===== src/rtl/seg7_display_ctrl_pkg.sv =====
// Shared types and constants for the 7-segment display controller.
package seg7_pkg;

  typedef enum logic [1:0] {
    IDLE,
    CONVERT,
    WRITE,
    DONE
  } ctrl_state_t;

  // Active-low segment codes, bit order {g,f,e,d,c,b,a}.
  localparam logic [6:0] SEG_BLANK = 7'b1111111;
  localparam logic [6:0] SEG_DASH  = 7'b0111111;

  // Largest value representable on num_digits decimal digits.
  function automatic int max_bcd_val(input int num_digits);
    int r;
    r = 1;
    for (int i = 0; i < num_digits; i++) r = r * 10;
    return r - 1;
  endfunction

endpackage


===== src/rtl/seg7_display_ctrl_if.sv =====
// Request/result bundle between game logic and the display controller.
interface seg7_display_ctrl_if #(
  parameter int NUM_DIGITS = 4,
  parameter int BIN_W      = 14
);
  logic                    start;
  logic [BIN_W-1:0]        value;
  logic                    blank_lz;
  logic                    ready;
  logic                    done;
  logic                    ovf;
  logic [7*NUM_DIGITS-1:0] leds;

  modport master (
    output start, value, blank_lz,
    input  ready, done, ovf, leds
  );

  modport slave (
    input  start, value, blank_lz,
    output ready, done, ovf, leds
  );
endinterface


===== src/rtl/seg7_display_ctrl_seg7.sv =====
// Hex-nibble to active-low 7-segment decoder; codes above 9 show a dash.
module seg7
  import seg7_pkg::*;
(
  input  logic [3:0] nibble,
  output logic [6:0] seg
);

  // Decimal digit lookup.
  always_comb begin
    case (nibble)
      4'd0:    seg = 7'b1000000;
      4'd1:    seg = 7'b1111001;
      4'd2:    seg = 7'b0100100;
      4'd3:    seg = 7'b0110000;
      4'd4:    seg = 7'b0011001;
      4'd5:    seg = 7'b0010010;
      4'd6:    seg = 7'b0000010;
      4'd7:    seg = 7'b1111000;
      4'd8:    seg = 7'b0000000;
      4'd9:    seg = 7'b0010000;
      default: seg = SEG_DASH;
    endcase
  end

endmodule


===== src/rtl/seg7_display_ctrl.sv =====
// Binary-to-BCD display sequencer: captures a value, converts it with a
// serial double-dabble engine, decodes one digit per cycle through a shared
// seg7 instance and updates the whole HEX image at once.
module seg7_display_ctrl
  import seg7_pkg::*;
#(
  parameter int NUM_DIGITS = 4,
  parameter int BIN_W      = 14
) (
  input  logic                clk,
  input  logic                reset,
  seg7_display_ctrl_if.slave  bus
);

  localparam int BCD_W = 4 * NUM_DIGITS;
  localparam int SEG_W = 7 * NUM_DIGITS;
  localparam int CNT_W = $clog2(BIN_W + 1);
  localparam logic [BIN_W-1:0] MAX_VAL    = BIN_W'(max_bcd_val(NUM_DIGITS));
  localparam logic [CNT_W-1:0] CONV_LAST  = CNT_W'(BIN_W - 1);
  localparam logic [CNT_W-1:0] WRITE_LAST = CNT_W'(NUM_DIGITS - 1);

  ctrl_state_t      state, state_nx;
  logic [CNT_W-1:0] cnt;
  logic [BIN_W-1:0] bin_q;
  logic [BCD_W-1:0] bcd_q, bcd_adj;
  logic             blank_lz_q;
  logic             ovf_pend;
  logic [SEG_W-1:0] staging, staging_nx;
  logic [3:0]       nibble;
  logic [6:0]       seg_raw, seg_code;
  logic             lz_blank;

  assign bus.ready = (state == IDLE);
  assign bus.done  = (state == DONE);

  // State register.
  always_ff @(posedge clk) begin
    // NOTE: sequential state uses non-blocking assignments so every register
    // samples the pre-edge values regardless of statement order.
    if (reset) state <= IDLE;
    else       state <= state_nx;
  end

  // Next-state logic.
  always_comb begin
    // NOTE: default first so no path leaves state_nx unassigned (no latch).
    state_nx = state;
    case (state)
      IDLE:    if (bus.start)         state_nx = CONVERT;
      CONVERT: if (cnt == CONV_LAST)  state_nx = WRITE;
      WRITE:   if (cnt == WRITE_LAST) state_nx = DONE;
      DONE:                           state_nx = IDLE;
      default:                        state_nx = IDLE;
    endcase
  end

  // Add-3 correction, digit selection and leading-zero blanking.
  always_comb begin
    bcd_adj = bcd_q;
    for (int i = 0; i < NUM_DIGITS; i++) begin
      if (bcd_q[4*i +: 4] >= 4'd5) bcd_adj[4*i +: 4] = bcd_q[4*i +: 4] + 4'd3;
    end
    nibble     = bcd_q[4*cnt +: 4];
    lz_blank   = blank_lz_q && (cnt != '0) && ((bcd_q >> (4*cnt)) == '0);
    seg_code   = lz_blank ? SEG_BLANK : seg_raw;
    staging_nx = staging;
    staging_nx[7*cnt +: 7] = seg_code;
  end

  seg7 u_seg7 (
    .nibble (nibble),
    .seg    (seg_raw)
  );

  // Capture, conversion, staging and commit datapath.
  always_ff @(posedge clk) begin
    if (reset) begin
      cnt        <= '0;
      bin_q      <= '0;
      bcd_q      <= '0;
      blank_lz_q <= 1'b0;
      ovf_pend   <= 1'b0;
      // NOTE: staging is a handful of flops, not a RAM, so it is cleared on
      // reset like any other state.
      staging    <= '0;
      bus.leds   <= {NUM_DIGITS{SEG_BLANK}};
      bus.ovf    <= 1'b0;
    end else begin
      case (state)
        IDLE: begin
          cnt <= '0;
          if (bus.start) begin
            bcd_q      <= '0;
            blank_lz_q <= bus.blank_lz;
            if (bus.value > MAX_VAL) begin
              bin_q    <= MAX_VAL;
              ovf_pend <= 1'b1;
            end else begin
              bin_q    <= bus.value;
              ovf_pend <= 1'b0;
            end
          end
        end
        CONVERT: begin
          {bcd_q, bin_q} <= {bcd_adj, bin_q} << 1;
          cnt <= (cnt == CONV_LAST) ? '0 : cnt + 1'b1;
        end
        WRITE: begin
          staging <= staging_nx;
          cnt     <= cnt + 1'b1;
          // The full image is loaded on the edge that enters DONE, so the new
          // leds/ovf appear in exactly the cycle that done is high.
          if (cnt == WRITE_LAST) begin
            bus.leds <= staging_nx;
            bus.ovf  <= ovf_pend;
          end
        end
        default: cnt <= '0;
      endcase
    end
  end

  // Clamped BCD digits are always decimal.
  a_nibble_decimal: assert property (
    @(posedge clk) disable iff (reset) (state == WRITE) |-> (nibble <= 4'd9)
  );

endmodule


===== src/flat_wrapper.sv =====
// flat-port wrapper written by rule: the top's interface ports become plain ports
module seg7_display_ctrl_flat import seg7_pkg::*;
#(
  parameter int NUM_DIGITS = 4,
  parameter int BIN_W      = 14
)
  (clk, reset, bus_start, bus_value, bus_blank_lz, bus_ready, bus_done, bus_ovf, bus_leds);
  seg7_display_ctrl_if #(.NUM_DIGITS(NUM_DIGITS), .BIN_W(BIN_W)) bus_i ();
  input  logic clk;
  input  logic reset;
  input wire logic [$bits(bus_i.start)-1:0] bus_start;
  input wire logic [$bits(bus_i.value)-1:0] bus_value;
  input wire logic [$bits(bus_i.blank_lz)-1:0] bus_blank_lz;
  output wire logic [$bits(bus_i.ready)-1:0] bus_ready;
  output wire logic [$bits(bus_i.done)-1:0] bus_done;
  output wire logic [$bits(bus_i.ovf)-1:0] bus_ovf;
  output wire logic [$bits(bus_i.leds)-1:0] bus_leds;
  assign bus_i.start = bus_start;
  assign bus_i.value = bus_value;
  assign bus_i.blank_lz = bus_blank_lz;
  assign bus_ready = bus_i.ready;
  assign bus_done = bus_i.done;
  assign bus_ovf = bus_i.ovf;
  assign bus_leds = bus_i.leds;
  seg7_display_ctrl #(.NUM_DIGITS(NUM_DIGITS), .BIN_W(BIN_W)) u_core (.clk(clk), .reset(reset), .bus(bus_i));
endmodule

===== config.mk =====
export PLATFORM = sky130hd
export DESIGN_NAME = seg7_display_ctrl_flat
export DESIGN_NICKNAME = d
export VERILOG_FILES = /design/src/rtl/seg7_display_ctrl_pkg.sv /design/src/rtl/seg7_display_ctrl_if.sv /design/src/rtl/seg7_display_ctrl_seg7.sv /design/src/rtl/seg7_display_ctrl.sv /design/src/flat_wrapper.sv
export SDC_FILE = /design/constraint.sdc
export NUM_CORES = 1
export LEC_CHECK = 0
export ABC_AREA = 1
export ABC_CLOCK_PERIOD_IN_PS = 2000
export BUFFER_PORTS_ARGS = -buffer_cell sky130_fd_sc_hd__buf_2
export CELL_PAD_IN_SITES_DETAIL_PLACEMENT = 0
export CELL_PAD_IN_SITES_GLOBAL_PLACEMENT = 2
export CORE_MARGIN = 2
export CORE_UTILIZATION = 30
export DETAILED_ROUTE_END_ITERATION = 10
export HOLD_SLACK_MARGIN = 0.06
export PLACE_DENSITY_LB_ADDON = 0.15
export SYNTH_ARGS = -nofsm -noshare
export SYNTH_HDL_FRONTEND = slang
export SYNTH_SLANG_ARGS = --single-unit

===== constraint.sdc =====
create_clock -name clk -period 2 [get_ports clk]
set_input_delay 0.4 -clock clk [delete_from_list [all_inputs] [get_ports clk]]
set_output_delay 0.4 -clock clk [all_outputs]
set_load 0.005 [all_outputs]

# Word-level counts from Yosys, hierarchy flattened
# Memories as Yosys holds them, arrays and structs flattened.
# Cells that the tools add are included.
# Widths: inputs -> output; s select.
# op_classes
add_sub_neg	6
mul	1
magnitude_cmp	5
n_eq_ne	8
n_shift	4
n_mux	18
reduce_logical	10
# op_table
op	count
$neg 7->34	1
$shift 7x34->28 const A	1
$shiftx 7x34->28	1
$pmux 16 s2	1
$bwmux 28	1
$mux 14	2
$pmux 14 s2	1
$ge 4x3->1 const B	4
$logic_not 16->1	1
$mux 16	1
$mux 4	4
$shiftx 16x7->4	1
$shr 16x6->16	1
$gt 14x14->1 const B	1
$add 4x2->4 const B	3
$pmux 2 s4	1
$pmux 4 s2	1
$mul 3x4->7 const A	1
$mux 7	1
$mux 2	3
$reduce_and 2->1	3
$add 4x1->4 const B	1
$eq 2x2->1 const B	2
$eq 4x2->1 const B	1
other kinds (12)	14
# totals
regBits	95
mem_bits_ro	112
in_bits	18
output_inout_bits	31
wordCells	62
n_memories	1
# memory_table
memory	words	word_bits	rd	rd_clocked_by_memory_dff	wr	line_no	source
(no name shown)	16	7	1	0	0	seg7_display_ctrl_seg7.sv:11	case (nibble)

# Longest topological paths before layout
# depth
ltp_word	6
ltp_mapped	18
ltp_nobuf	17

# Cells and area by module
# A second synthesis with hierarchy kept.
# unflattened
hier_cells	727
hier_area_um2	4924.7
# by_module_without_submodules
module	instances	cells_per_inst	area_per_inst_um2	seq_area_each_um2
seg7_display_ctrl	1	692	4737.0	1901.8
seg7	1	35	187.7	0.0

# Least setup slack after synthesis
# No wires, ideal clock.
# synth_timing
path_kind	reg-to-reg
start	register u_core.cnt[0]
end	register u_core.staging[19]
setup_time_ns	0.113
arrival_time_ns	1.889
required_ns	1.887
slack_ns	-0.002
path_stages_with_launch	13
path_buffers	2
period_less_slack_ns	2.002
cell_sequence	dfxtp_1 inv_2 buf_4 ha_1 xor2_1 nor3_1 nand2_1 inv_1 buf_2 nand2_1 nand2_1 o21ai_1 inv_1
# synth_between
elab_chain_len	6
elab_cells_between_ends	13
classes_between	add/sub (1); mul (1); shift (4); mux (2); reduce/logical (4); memory (1)
# synth_rtl
item	line_no	source
start, declared	seg7_display_ctrl.sv:23	logic [CNT_W-1:0] cnt;
start signal, assigned	seg7_display_ctrl.sv:106	cnt <= (cnt == CONV_LAST) ? '0 : cnt + 1'b1;
start signal, assigned	seg7_display_ctrl.sv:110	cnt <= cnt + 1'b1;
parallel branches: the longest is 5 deep, another holds $neg 7->34	n/a	
$bwmux 28 (*)	seg7_display_ctrl.sv:67	staging_nx[7*cnt +: 7] = seg_code;
end signal, assigned	seg7_display_ctrl.sv:109	staging <= staging_nx;
end, declared	seg7_display_ctrl.sv:28	logic [SEG_W-1:0] staging, staging_nx;
# Every way passes the cells marked *.
# A chain may end at the register's enable or synchronous reset.

# Worst setup path after layout
# layout_timing
start	register u_core.cnt[0]
end	register u_core.staging[17]
# The elaborated chain is that of the path after synthesis.

==> run metrics <==
cell-by-cell listing of the critical path=buf_6 > nand3_2 > nand3_2 > nand2_4 > ha_4 > nand2_2 > nor2_2 > nand2_1 > nor2_2 > nand3_4 > buf_6 > buf_12 > nand3_4 > o21ai_4 > a21oi_2; Synth area leaders=sky130_fd_sc_hd__dfxtp_1 38%, sky130_fd_sc_hd__nand2_1 12%, sky130_fd_sc_hd__a21oi_1 9.4%; failing checks=negative setup slack; biggest area consumer among synthesized cells=sky130_fd_sc_hd__dfxtp_1; highest cell delay on the worst timing path=0.37 ns; Die Y-Extent=133.2 um; fraction of synthesized cell area taken by the top area cell type=0.3797; count of boundary I/O pins=49; power per cell area=1134 nW/um^2; min cycle time layout=2.024 ns; starting density of the core=0.3042; average wire per standard cell=13.35 um; full die area=17740 um^2; worst slew pin tran=0.7729 ns; number of iterations in the first detailed-routing pass=6; post-layout net count=859; hold buffers post-CTS=0; maximum number of pins on one net before global-route repair=61; classification of the worst setup path=flop to flop; synth warn=0; fillers=1775; TritonCTS buffer count=9; area taken by flip-flops and latches=1912 um^2; outcome=complete, but fails checks; CTS Buffer Depth=2; element type at the critical path end=flop; number of failing hold endpoints at the final stage=0; total gr overflow=0; Setup WS pre-CTS=-0.2378 ns; number of cells produced by synthesis=729; total detailed-routing wirelength=13960 um; critical-path maximum fanout=8; via count of the first global-routing pass=4694; total number of clock tree sinks=95; synthesized area per cell=6.870 um^2; fin cells=1046; number of maximum-capacitance violations=0; share of synthesized flip-flops with an asynchronous set or reset=0; RSZ-0062 raised after global routing=true; clock root buffer master=sky130_fd_sc_hd__clkbuf_16; Setup Skew=0.007053 ns; All-Layer GR Usage=0.1597; count of state elements after synthesis=95; leakage component of the power=2.786 nW; relative area change from synthesis to final layout=32.18%; DRC Markers=0; Initial DRC Count=254; Distinct cells, synth=30; Reg clk slew, reported paths=0.07 ns; Core Area=16470 um^2; insertion delay to the later sink of the worst-skew pair=0.35 ns; Post-synth EDFFs=0; post-route worst setup slack=-0.02407 ns; Max-Slew Margin vs Limit=0.4840; worst endpoint data arrival time=2.31 ns; dominant synthesized flop cell=sky130_fd_sc_hd__dfxtp_1; H-Tree Level Count=3; HPWL after detailed placement=9595 um; final critical-path share of the clock period=1.012; Final Slew Violations=0; number of placed instances, taps included=1027; global-route wire length before repair=23050 um; CTS tree=done; diode count=0; weighted congestion at the end of routability-driven global placement=0.7888; Hold WC Path Type=input pin to flop; Worst Path Required=2.29 ns; total power consumption of the routed design=7.508 mW; quantity of I/O buffers inserted on ports=48; post-route design area=6620 um^2; Via Count=4897; Post-synth top cells=156 x sky130_fd_sc_hd__nand2_1, 95 x sky130_fd_sc_hd__dfxtp_1, 94 x sky130_fd_sc_hd__a21oi_1, 73 x sky130_fd_sc_hd__inv_1, 69 x sky130_fd_sc_hd__nand3_1; vias per cell=4.682; sequential element share of the synthesized area=0.3797; peak supply drop=0.4867 mV; multi-input gate area in the final layout=2995 um^2; number of placement rows=47; post-detailed-route count of antenna-violating nets=0; setup violators final=10; synthesized net count=767; fraction of final layout cells with drive strength greater than 1=0.2821; startpoint type of the worst setup path=flop; top-count cell post-synth=sky130_fd_sc_hd__nand2_1; fmax=0.4941 GHz; die outline width=133.2 um; Post-Place Cell Area=5903 um^2; cell area after synthesis=5009 um^2; initial antenna violation count=0; Critical-path top delay cell=sky130_fd_sc_hd__dfxtp_4
per-layer routing:
metal  global-route usage  vias up  wire length [um]
met5                    0        -                 0
met4              0.05496        0               177
met3              0.02017        9               318
met2               0.2642       55              6465
met1               0.2158     2254              7001
li1                     -     2579                 -
worst max-delay path, delay by kind of cell, from the launching register on:
family                   cells  cell delay [ns]
AO/OA/AOI/OAI                2             0.18
adder cells (fa/ha/maj)      1             0.13
buffers and inverters        3             0.43
flip-flops                   1             0.37
AND/OR/NAND/NOR              9             0.83
path summary, 6_finish.rpt:
check                       from  depth (start not counted)  slack (ns)             endpoint
max                u_core.cnt[0]                         15       -0.02   u_core.staging[17]
min                 bus_blank_lz                          3        0.31    u_core.blank_lz_q
max reg2reg        u_core.cnt[0]                         15       -0.02   u_core.staging[17]
min reg2reg  u_core.bus.leds[22]                          2        0.46  u_core.bus.leds[22]
kinds of logic after synthesis:
group,count (synthesis),share of synthesized area
AOI/OAI and AO/OA,179,0.1816
xor gates and xnor gates,6,0.01049
adders and majority gates,20,0.04996
and+or+nand+nor,311,0.2783
buffers and inverters,115,0.09393
DFF,95,0.3797
muxes,3,0.005996
cell type report:
class	count	share of cell area
timing repair buffer	117	0.1249
clock buffer	10	0.03610
tap	220	0.04158
inverter	79	0.04593
clock inverter	6	0.01021
sequential	95	0.2888
multi-input combinational	519	0.4525
where the power goes:
part	internal (mW)	switching [mW]
Combinational	1.24	1.98
Sequential	2.26	0.210
Clock	1.01	0.804
layout by cell type, fill, tap and decap left out, types with 2 or more instances in the layout:
cell type                   Yosys  final
sky130_fd_sc_hd__nand3_2        8     25
sky130_fd_sc_hd__o211ai_1       3      3
sky130_fd_sc_hd__buf_6          3      5
sky130_fd_sc_hd__a31oi_1        3      3
sky130_fd_sc_hd__dfxtp_4        0      2
sky130_fd_sc_hd__nand3_4        0      4
sky130_fd_sc_hd__ha_1          20     16
sky130_fd_sc_hd__nand4_1        3      3
sky130_fd_sc_hd__o21ai_4        0      3
sky130_fd_sc_hd__dfxtp_2        0      2
sky130_fd_sc_hd__clkinv_2       0      2
sky130_fd_sc_hd__buf_2          4     48
sky130_fd_sc_hd__ha_4           0      3
sky130_fd_sc_hd__a21oi_1       94     90
sky130_fd_sc_hd__nand3_1       69     48
sky130_fd_sc_hd__inv_2          6     11
sky130_fd_sc_hd__o21ai_0       58     52
sky130_fd_sc_hd__nor2_2         1      2
sky130_fd_sc_hd__inv_6          0      2
sky130_fd_sc_hd__o21ai_1       20     14
sky130_fd_sc_hd__buf_4          3     60
sky130_fd_sc_hd__buf_12         0      4
sky130_fd_sc_hd__mux2i_2        0      3
sky130_fd_sc_hd__o21ai_2        0      9
sky130_fd_sc_hd__xor2_1         6      5
sky130_fd_sc_hd__dfxtp_1       95     91
sky130_fd_sc_hd__a21oi_2        0      4
sky130_fd_sc_hd__nand2_1      156    138
sky130_fd_sc_hd__clkbuf_16      0      9
sky130_fd_sc_hd__nor3_1         6      6
sky130_fd_sc_hd__nand2_4        3     10
sky130_fd_sc_hd__inv_1         73     66
sky130_fd_sc_hd__nand2_2        3     14
sky130_fd_sc_hd__nor2_1        57     56
sky130_fd_sc_hd__nor3_4         2      2
what timing repair did:
item | in CTS | in global routing
setup buffers | 1 | 2
pin swaps | 8 | 17
endpoints found under the setup margin | 56 | 56
gates resized for setup | 32 | 74
per-stage QoR:
stage | utilization | setup TNS [ns] | hold slack [ns]
after floorplan | - | 0 | 0.4422
after global placement | 0.3585 | -1.882 | 0.4477
after detailed placement | 0.3585 | -3.955 | 0.4481
after CTS | 0.3835 | -0.04267 | 0.3050
after global routing | 0.4021 | -5.762 | 0.3178
final | 0.4021 | -0.08696 | 0.3098
flip-flops by register name (all words and copies together), names as in the netlist:
signal and cells:
u_core.bus.leds 28, u_core.staging 28, u_core.bcd_q 16, u_core.bin_q 14
u_core.cnt 4, u_core.state 2, u_core.blank_lz_q 1, u_core.bus.ovf 1
u_core.ovf_pend 1
No activity file was read; power rests on OpenSTA's default activity.
